File: src/rtl/uart_arb_pkg.sv
// Shared types, widths and the round-robin pick helper for the UART TX arbiter.
package uart_arb_pkg;

  typedef enum logic {ARB_IDLE, ARB_LOCKED} arb_state_t;

  localparam int unsigned BeatW   = 8;
  localparam int unsigned MaxReq  = 8;
  localparam int unsigned MaxIdxW = 3;

  // One-hot winner: first set bit of req at or after (last+1) mod n, wrapping.
  function automatic logic [MaxReq-1:0] rr_pick(input logic [MaxReq-1:0]  req,
                                                input logic [MaxIdxW-1:0] last,
                                                input int unsigned        n);
    logic [MaxReq-1:0]  pick;
    logic [MaxIdxW-1:0] idx;
    pick = '0;
    idx  = '0;
    for (int unsigned i = 1; i <= MaxReq; i++) begin
      if (i <= n) begin
        idx = MaxIdxW'((32'(last) + i) % n);
        if ((pick == '0) && req[idx]) pick[idx] = 1'b1;
      end
    end
    return pick;
  endfunction

endpackage

File: src/rtl/uart_rr_picker.sv
// Combinational round-robin selector: request vector and last owner in,
// one-hot winner and its index out.
module uart_rr_picker
  import uart_arb_pkg::*;
#(
  parameter int unsigned NumReq = 4,
  parameter int unsigned IdxW   = (NumReq > 1) ? $clog2(NumReq) : 1
) (
  input  logic [NumReq-1:0] i_req,
  input  logic [IdxW-1:0]   i_last,
  output logic [NumReq-1:0] o_grant_c,
  output logic [IdxW-1:0]   o_idx_c
);

  logic [MaxReq-1:0] w_pick;
  logic              w_pick_unused;

  always_comb begin
    w_pick    = rr_pick(MaxReq'(i_req), MaxIdxW'(i_last), NumReq);
    o_grant_c = w_pick[NumReq-1:0];
    o_idx_c   = '0;
    for (int unsigned k = 0; k < NumReq; k++) begin
      if (w_pick[k]) o_idx_c = IdxW'(k);
    end
  end

  // Padding bits above NumReq are always zero.
  assign w_pick_unused = ^w_pick;

endmodule

File: src/rtl/uart_tx_arbiter.sv
// Packet-granular round-robin arbiter sharing one UART TX byte stream among
// NumReq requesters, with burst-limit and idle-timeout forced release.
module uart_tx_arbiter
  import uart_arb_pkg::*;
#(
  parameter int unsigned NumReq      = 4,
  parameter int unsigned MaxBurst    = 64,
  parameter int unsigned IdleTimeout = 1024
) (
  input  logic                  clk_i,
  input  logic                  reset_i,
  input  logic [NumReq*8-1:0]   req_data_i,
  input  logic [NumReq-1:0]     req_valid_i,
  input  logic [NumReq-1:0]     req_last_i,
  output logic [NumReq-1:0]     req_ready_o,
  output logic [7:0]            tx_data_o,
  output logic                  tx_valid_o,
  input  logic                  tx_ready_i,
  output logic [NumReq-1:0]     grant_o,
  output logic                  timeout_o
);

  localparam int unsigned IdxW  = (NumReq > 1) ? $clog2(NumReq) : 1;
  localparam int unsigned IdleW = $clog2(IdleTimeout + 1);

  arb_state_t          r_state;
  logic [NumReq-1:0]   r_grant;
  logic [IdxW-1:0]     r_gidx;
  logic [IdxW-1:0]     r_last;
  logic [BeatW-1:0]    r_beat;
  logic [IdleW-1:0]    r_idle;

  logic [NumReq-1:0]   w_pick_grant;
  logic [IdxW-1:0]     w_pick_idx;
  logic [7:0]          w_data;
  logic                w_locked;
  logic                w_gvalid;
  logic                w_glast;
  logic                w_xfer;
  logic                w_burst_end;
  logic                w_idle_end;
  logic                w_release;

  uart_rr_picker #(
    .NumReq (NumReq),
    .IdxW   (IdxW)
  ) u_picker (
    .i_req     (req_valid_i),
    .i_last    (r_last),
    .o_grant_c (w_pick_grant),
    .o_idx_c   (w_pick_idx)
  );

  // One-hot OR mux; r_grant is zero outside LOCKED so the byte reads as 0.
  always_comb begin
    w_data = '0;
    for (int unsigned k = 0; k < NumReq; k++) begin
      if (r_grant[k]) w_data = w_data | req_data_i[8*k +: 8];
    end
  end

  assign w_locked    = (r_state == ARB_LOCKED);
  assign w_gvalid    = w_locked & (|(r_grant & req_valid_i));
  assign w_glast     = |(r_grant & req_valid_i & req_last_i);
  assign w_xfer      = w_gvalid & tx_ready_i & ~reset_i;
  assign w_burst_end = (r_beat == BeatW'(MaxBurst - 1));
  assign w_idle_end  = w_locked & ~w_gvalid & (r_idle == IdleW'(IdleTimeout - 1));
  assign w_release   = (w_xfer & (w_glast | w_burst_end)) | w_idle_end;

  // Reset cycle must not accept a byte, so the handshake is gated by reset_i.
  assign tx_data_o   = w_data;
  assign tx_valid_o  = w_gvalid & ~reset_i;
  assign req_ready_o = r_grant & {NumReq{tx_ready_i & w_locked & ~reset_i}};
  assign timeout_o   = w_idle_end & ~reset_i;
  assign grant_o     = r_grant;

  always_ff @(posedge clk_i) begin
    if (reset_i) begin
      r_state <= ARB_IDLE;
      r_grant <= '0;
      r_gidx  <= '0;
      r_last  <= IdxW'(NumReq - 1);
      r_beat  <= '0;
      r_idle  <= '0;
    end else begin
      case (r_state)
        ARB_IDLE: begin
          r_beat <= '0;
          r_idle <= '0;
          if (|req_valid_i) begin
            r_state <= ARB_LOCKED;
            r_grant <= w_pick_grant;
            r_gidx  <= w_pick_idx;
          end
        end
        ARB_LOCKED: begin
          if (w_release) begin
            r_state <= ARB_IDLE;
            r_grant <= '0;
            r_last  <= r_gidx;
            r_beat  <= '0;
            r_idle  <= '0;
          end else if (w_xfer) begin
            r_beat <= r_beat + 1'b1;
            r_idle <= '0;
          end else if (!w_gvalid && (r_idle != '1)) begin
            // Backpressure (valid high, ready low) holds the idle count.
            r_idle <= r_idle + 1'b1;
          end
        end
        default: r_state <= ARB_IDLE;
      endcase
    end
  end

endmodule

File: config.mk
export PLATFORM = sky130hd
export DESIGN_NAME = uart_tx_arbiter
export DESIGN_NICKNAME = d
export VERILOG_FILES = /design/src/rtl/uart_arb_pkg.sv /design/src/rtl/uart_rr_picker.sv /design/src/rtl/uart_tx_arbiter.sv
export SDC_FILE = /design/constraint.sdc
export NUM_CORES = 1
export LEC_CHECK = 0
export BUFFER_PORTS_ARGS = -buffer_cell sky130_fd_sc_hd__buf_2
export CAP_MARGIN = 20
export CORE_MARGIN = 4
export CORE_UTILIZATION = 51
export CTS_CLUSTER_DIAMETER = 200
export DETAILED_ROUTE_END_ITERATION = 6
export GPL_TIMING_DRIVEN = 0
export PLACE_DENSITY = 0.81
export SLEW_MARGIN = 15
export SYNTH_ARGS = -nofsm -noshare
export SYNTH_HDL_FRONTEND = slang
export SYNTH_SLANG_ARGS = --single-unit
export TNS_END_PERCENT = 100
File: constraint.sdc
create_clock -name clk_i -period 3.3 [get_ports clk_i]
set_input_delay 0.165 -clock clk_i [delete_from_list [all_inputs] [get_ports clk_i]]
set_output_delay 0.165 -clock clk_i [all_outputs]
set_load 0.1 [all_outputs]
==> metrics list, run 1 <==
* Row Count: 22
* Result of the run: complete, no violations
- Clock tree synthesis inserted a total of 3 buffers.
- After detailed routing, the number of remaining DRC violations is 0.
- In this run, synthesis inferred 0 flip-flops with an integrated enable.
- Clock-pin slew was measured on the worst setup and hold paths at 0.09 ns.
* Number of distinct standard cells referenced by the synthesized netlist: 54
* Boundary Pins: 61
- CTS Hold Buffers Added: 0
- Clock net sink count: 28
- CP Data Required Time: 3.44 ns
- Fillcell total: 318
- Setup total negative slack: 0 ns
- In the synthesized netlist the async set-or-reset flop fraction comes to 0%.
* Sequential share of power: 38.8%
* DIE HEIGHT: 70.0 microns
- Clock latency on the worst-skew pair, taken at its later pin, is 0.27 ns.
- The worst-case IR drop observed on VDD is 0.269 mV.
- The core region is 0.00369 sq mm.
- Die footprint: a little under 0.005 sq mm
- Max Clock Skew: approximately 0.0050 ns
* Clk network pwr share: 22.3%
* Post-layout instance area: about 0.0024 sq mm
* Antenna violations before repair: 0
- TritonCTS clock tree: built
- After detailed placement, the total cell area comes to 0.00232 sq mm.
- In this run the static leakage power is between 1 and 1.5 nW.
- Per report_power, the combinational group accounts for a little under 40% of the total.
* Final number of max-transition violations: 0
- The mapped netlist covers ~0.0020 sq mm.
- Average cell area after synthesis: ~8.4 sq um
- Final setup violation count: 0
* Cell type with the highest aggregate area in the netlist: sky130_fd_sc_hd__dfxtp_1
- In this run the tool buffered the top-level ports with 60 buffer cells.
* Int Pwr: 0.547 mW
* Most used DFF post-synth: sky130_fd_sc_hd__dfxtp_1
- Sort of element at the start of the critical path: flop
- Global-route wire length before repair: 8.30 mm
- In this run, the number of DRC markers left after iteration 0 of detailed routing was ~100.
* Storage element area: between 500 and 600 sq um
- On the worst path, the slowest cell contributes a delay of 0.62 ns.
- In the layout the commonest cells are sky130_fd_sc_hd__buf_2 (61), sky130_fd_sc_hd__nand2_1 (28), sky130_fd_sc_hd__dfxtp_1 (28), sky130_fd_sc_hd__nor2_1 (24), sky130_fd_sc_hd__a22oi_1 (18).
* Post-DP HPWL: between 3 and 4 mm
- Ranked by total cell area, the synthesized netlist is headed by sky130_fd_sc_hd__dfxtp_1 (29%), sky130_fd_sc_hd__a22oi_1 (6.9%), sky130_fd_sc_hd__ha_1 (6.4%), sky130_fd_sc_hd__nand2_1 (5.4%), sky130_fd_sc_hd__mux4_2 (4.6%).
- The number of antenna diodes in the final layout is 0.
- Total length of routed wires: 4.88 mm
- In the final layout, the share of cells above drive strength 1 is 27.9%.
- Library cell used as clock root buffer: sky130_fd_sc_hd__clkbuf_8
- Kind of capture point of the worst setup path: flop
* Starting density of the core: between 50% and 60%
- Ys Warns: 0
* Buffers inserted by post-CTS timing repair: 0
- FMAX: roughly 350 MHz
* H-tree depth reported by CTS: 1
- Including well taps, the total number of placed cells is 341.
* Multi-input gate area in the final layout: 0.00133 sq mm
* Net switching fraction of the power: 41.5%
- RSZ-0062 raised after global routing: false
- First drt pass iteration count: 4
* Final #Nets: 351
- Synth-to-Final Area Change: 21.2%
* Vias post-DR: 2002
- Total power divided by cell area: 393 mW/mm^2
- The longest clock path from root to sink contains 2 buffers.
- Pwr Total: slightly above 0.9 mW
- After synthesis the netlist holds a flip-flop and latch count of 28.
- Once layout is complete, the cells apart from fillers number 345.
* Worst Hold Class: input port to flop
* Number of cells produced by synthesis: around 230
- Crit path time final: approximately 2.8 ns
- The top cell type by area accounts for about 29% of the synthesized area.
- Most common cell after layout, fill and taps aside: sky130_fd_sc_hd__buf_2
- All-Layer GR Usage: 20.0%
- Final ANT Viol Nets: 0
* Worst path slowest cell: sky130_fd_sc_hd__or4_1
- Sequential element share of the synthesized area: 28.6%
- In this run the worst path has a maximum fanout of 8.
* Tightest Pin Transition: 0.784 ns
- Data arrival time of the critical path: between 2 and 3 ns
- Global-route congestion overflow total: 0
- Post-cts repair resize count: 0
- Routability congestion estimate from global placement: 0.875
- After detailed routing, the average wire length per cell comes to 14.2 microns.
- Measured along the x axis, the die boundary spans between 70 and 80 microns.
- Number of nets produced by synthesis: 286
* Max transition margin: between 40% and 50%
- Traced cell by cell, the critical path runs through buf_6 -> inv_1 -> ha_1 -> or4_1 -> a21boi_4 -> a22o_2 -> nor3_2 -> a221oi_2 -> o32ai_2.
- The via count of the first global-routing pass came to 1901.
- The worst path uses 85.4% of the clock period.
- Routed vias/inst: 5.80
- Power spent charging and discharging nets: 0.388 mW
- Across the run, the number of max-cap violations was 0.
- Setup Crit Path Kind: flop to flop
- The number of hold-slack violations in the final timing report came to 0.
- Entering global routing, the biggest net connects 16 pins.
==> path summary, 6_finish.rpt <==
path              from   endpoint  slack (ns)  depth (start not counted)
min            reset_i  r_gidx[0]        0.26                          3
max reg2reg  r_last[0]  r_gidx[0]        0.48                          9
max          r_last[0]  r_gidx[0]        0.48                          9
min reg2reg  r_idle[1]  r_idle[1]        0.49                          2
==> per-layer routing <==
layer / global-route usage, % / vias up / wire (microns)
met1: 24.6 / 935 / 2130
met3: 6.19 / 8 / 373
met5: 0 / - / 0
met2: 34.1 / 68 / 2320
li1: - / 991 / -
met4: 4.47 / 0 / 57
==> cell type report <==
cell class,instances,share of cell area (%)
well taps,48,2.52
multi-input cells,189,56.1
clock buffers,4,2.31
repair buffers,60,12.6
flip-flops and latches,28,23.6
plain buffers,9,1.79
inverters,7,1.10
==> cell usage after synthesis (6+ instances only) <==
cell type	n
sky130_fd_sc_hd__a22oi_1	18
sky130_fd_sc_hd__nand3_1	9
sky130_fd_sc_hd__xor2_1	9
sky130_fd_sc_hd__xnor2_1	6
sky130_fd_sc_hd__nand4_1	7
sky130_fd_sc_hd__nor2_1	24
sky130_fd_sc_hd__ha_1	10
sky130_fd_sc_hd__nand2_1	28
sky130_fd_sc_hd__and3_1	11
sky130_fd_sc_hd__inv_1	7
sky130_fd_sc_hd__clkbuf_1	6
sky130_fd_sc_hd__dfxtp_1	28
sky130_fd_sc_hd__a21oi_1	7
==> cell families after synthesis <==
logic type	Yosys count	share of synthesized area (%)
simple gates	101	25.9
compound gates	56	22.8
flops	28	28.6
buf+inv	16	3.51
xor+xnor	15	6.69
fa+ha+maj	10	6.37
mux	7	6.12
==> critical path: cells and delay by family, from the launching register on <==
family / cells / cell delay, ns
flip-flops: 1 / 0.43
adder cells (fa/ha/maj): 1 / 0.26
AO/OA/AOI/OAI: 4 / 1.06
buffers and inverters: 2 / 0.26
AND/OR/NAND/NOR: 2 / 0.68
==> metrics by stage <==
| stage | util (%) | worst slack (ns) | hold WS, ns |
|---|---|---|---|
| after floorplan | - | 0.317 | 0.345 |
| after global placement | 63.0 | 0.579 | 0.467 |
| after detailed placement | 63.0 | 0.515 | 0.482 |
| after CTS | 64.5 | 0.513 | 0.244 |
| after global routing | 64.5 | 0.356 | 0.255 |
| final | 64.5 | 0.483 | 0.259 |
==> power groups by stage <==
stage	clock, mW	sequential (mW)	combinational (mW)
2_1_floorplan	0	0.400	0.253
3_3_place_gp	0	0.370	0.359
3_5_place_dp	0	0.370	0.363
4_1_cts	0.214	0.363	0.364
5_1_grt	0.231	0.366	0.386
6_report	0.209	0.363	0.364
==> flip-flops by register name (all words and copies together), names as in the netlist <==
register	cells
r_beat	8
r_last	2
r_idle	11
grant_o	4
r_state	1
r_gidx	2
(Power assumes the default switching activity.)
==> inputs of run 2 (changes only) <==
--- a/config.mk
+++ b/config.mk
@@ -8,11 +8,11 @@
 export BUFFER_PORTS_ARGS = -buffer_cell sky130_fd_sc_hd__buf_2
 export CAP_MARGIN = 20
 export CORE_MARGIN = 4
-export CORE_UTILIZATION = 51
+export CORE_UTILIZATION = 55
 export CTS_CLUSTER_DIAMETER = 200
 export DETAILED_ROUTE_END_ITERATION = 6
 export GPL_TIMING_DRIVEN = 0
-export PLACE_DENSITY = 0.81
+export PLACE_DENSITY = 0.86
 export SLEW_MARGIN = 15
 export SYNTH_ARGS = -nofsm -noshare
 export SYNTH_HDL_FRONTEND = slang
==> constraint.sdc (replaced) <==
create_clock -name clk_i -period 3.52 [get_ports clk_i]
set_input_delay 0.176 -clock clk_i [delete_from_list [all_inputs] [get_ports clk_i]]
set_output_delay 0.176 -clock clk_i [all_outputs]
set_load 0.1 [all_outputs]
==> run 2 against run 1 <==
Net effect: clock skew decreased by 0.0018 ns; register-to-register slack improved by 0.20 ns; sequential cell count stayed put; power fell by 10%; via count fell by 1.5%; non-clock buffer count unchanged; worst setup slack improved by 0.20 ns; combinational power decreased by 6.0%; sequential share of layout area up 0.21 points; sequential power fell by 6.1%; highest routed layer unchanged.
==> metrics list, run 2 (same netlist as run 1, synthesis figures left out) <==
- TritonCTS clock tree: built
- Leakage: between 1 and 1.5 nW
* Total length of routed wires: 4.87 mm
- Clock tree synthesis found a total of 28 sinks.
- Max transition margin: 44.5%
* Routed vias/inst: 5.75
- FMAX: 352 MHz
* Buffers inserted by post-CTS timing repair: 0
* Placeable Area: 0.00339 sq mm
- The critical path contains buffers and inverters numbering 2 combined.
- Starting density of the core: 57.9%
- IR analysis of the VDD net gives a maximum drop of about 0.33 mV.
* Global-route wire length before repair: 7.38 mm
- Total power divided by cell area: 357 mW/mm^2
- The endpoint identified for the worst register-to-register timing path is r_gidx[1].
* Crit path time final: 2.84 ns
- Number of CTS-inserted buffers: 3
* CTS Hold Buffers Added: 0
* Clock Latency Late Sink: 0.34 ns
- All-Layer GR Usage: 20.6%
* Clock transition time at the flip-flop clock pins of the worst setup and hold paths: 0.14 ns
- For this design, the slowest cell found on the critical path is sky130_fd_sc_hd__or4_1.
* Final #Nets: roughly 350
* Total DRC errors in the routed layout: 0
* Drt wl/cell: 14.2 microns
- Max Clock Skew: 0.00314 ns
* Final number of max-transition violations: 0
- Cells traversed along the worst timing path: buf_6 -> inv_1 -> ha_1 -> or4_1 -> a21boi_4 -> a22o_2 -> nor3_2 -> a221oi_2 -> a211oi_1
- 0 antenna diodes ended up in the layout.
- At the pin with the least slew margin, the transition time is 0.819 ns.
* Library cell used as clock root buffer: sky130_fd_sc_hd__clkbuf_4
- Sort of element at the start of the critical path: flop
- Dividing the final minimum period by the clock period gives about four fifths.
* Number of cells on the worst reg-to-reg path: 9
- Hold Path Depth: 3
* Setup Crit Path Kind: flop to flop
- Adding up every negative setup slack in the final design gives 0 ns.
* DIE HEIGHT: 67.7 microns
- The initial antenna violation count is 0.
- From synthesis to final layout, the design area changed by 20.1%.
- For this run, the detailed router's first-pass iteration total came to 4.
- Of the cells placed in the final design, the portion with a size suffix greater than 1 is 27.9%.
- Starting DRT DRC Count: 104
- At the worst endpoint, the arrival time is 3.06 ns.
- Number of global-route vias before repair: 1695
- Post-CTS repair changed the size of 0 cells.
- In this run the most critical hold path is launched from reset_i.
- Fillcell total: approximately 280
- H-tree depth reported by CTS: 1
- Along the worst path, the maximum fanout reaches 8.
- Result of the run: complete, no violations
* Kind of cell adding the most delay to the critical path: compound AO/OA/AOI/OAI gates
- For this design the top-level I/O count stands at 61.
* Register ranked first by flip-flop count: r_idle
* Largest net degree at the start of global routing: 16
* Global-route congestion overflow total: 0
* Post-DP HPWL: 3.83 mm
- Final setup violation count: 0
- In this run the critical register-to-register path is launched from r_last[0].
- RSZ-0062 raised after global routing: false
- The register with the most flip-flops in the layout has 11 of them.
* Max-cap violation count: 0
- Routability congestion estimate from global placement: between 0.9 and 1
- The design draws 0.842 mW.
- Die X: 67.7 microns
- The longest clock path from root to sink contains 2 buffers.
* Hold-critical path endpoint: r_gidx[0]
* Kind of capture point of the worst setup path: flop
- Final ANT Viol Nets: 0
- Final-report hold violation count: 0
* Vias post-DR: 1971
* Most common cell after layout, fill and taps aside: sky130_fd_sc_hd__buf_2
- The initialized floorplan defines 21 standard-cell rows.
- The largest single stage delay on the critical path is ~0.60 ns.
- At the worst endpoint, the required time is ~3.7 ns.
* Port Buf Inserts: 60
* Commonest cells after routing, fill and taps aside: sky130_fd_sc_hd__buf_2 (61), sky130_fd_sc_hd__nand2_1 (28), sky130_fd_sc_hd__dfxtp_1 (28), sky130_fd_sc_hd__nor2_1 (24), sky130_fd_sc_hd__a22oi_1 (18)
- The die covers about 0.0046 sq mm.
- Worst Hold Class: input port to flop
- The worst register-to-register path has a setup slack of 0.68 ns.
[run 2: final cells by class]
| class | count | area (sq um) | share of cell area, % |
|---|---|---|---|
| clock buffers | 4 | 36.3 | 1.54 |
| plain buffers | 9 | 42.5 | 1.80 |
| multi-input cells | 189 | 1330 | 56.6 |
| repair buffers | 60 | 300 | 12.7 |
| inverters | 7 | 26.3 | 1.11 |
| flip-flops and latches | 28 | 561 | 23.8 |
| well taps | 46 | 57.6 | 2.44 |
[run 2: per-stage QoR]
step	cell area, sq um	setup slack (ns)	hold slack, ns	cells	util, %
finish	2360	0.682	0.175	343	69.5
global route	2360	0.491	0.175	343	69.5
CTS	2360	0.706	0.165	343	69.5
detailed placement	2320	0.724	0.476	339	68.5
global placement	2320	0.791	0.463	339	68.5
floorplan	1960	0.526	0.356	233	-
[run 2: worst register-to-register path, stage by stage (launching register included)]
cell	delay (ns)
sky130_fd_sc_hd__dfxtp_1	0.44
sky130_fd_sc_hd__buf_6	0.17
sky130_fd_sc_hd__inv_1	0.09
sky130_fd_sc_hd__ha_1	0.27
sky130_fd_sc_hd__or4_1	0.60
sky130_fd_sc_hd__a21boi_4	0.33
sky130_fd_sc_hd__a22o_2	0.23
sky130_fd_sc_hd__nor3_2	0.05
sky130_fd_sc_hd__a221oi_2	0.37
sky130_fd_sc_hd__a211oi_1	0.16
[run 2: worst max path at each step]
stage	cells past startpoint	from	to
4_1_cts	8	r_last[1]	r_gidx[1]
3_3_place_gp	9	r_last[0]	r_gidx[1]
3_5_place_dp	8	r_last[1]	r_gidx[1]
2_1_floorplan	4	grant_o[1]	timeout_o
5_1_grt	8	r_last[1]	r_gidx[1]
6_report	9	r_last[0]	r_gidx[1]
[run 2: per-layer routing]
layer	track usage, %	part of all wire, %	vias to the layer above
li1	-	-	996
met1	25.1	46	898
met2	36.5	44	74
met3	4.99	9.7	3
met4	4.05	0.31	0
met5	0	0	-
[run 2: power by group]
group / total [mW] / leakage, nW / switching (mW) / internal (mW)
logic: 0.342 / 0.793 / 0.258 / 0.0841
registers: 0.341 / 0.227 / 0.0117 / 0.329
clock network: 0.159 / 0.0210 / 0.0956 / 0.0636
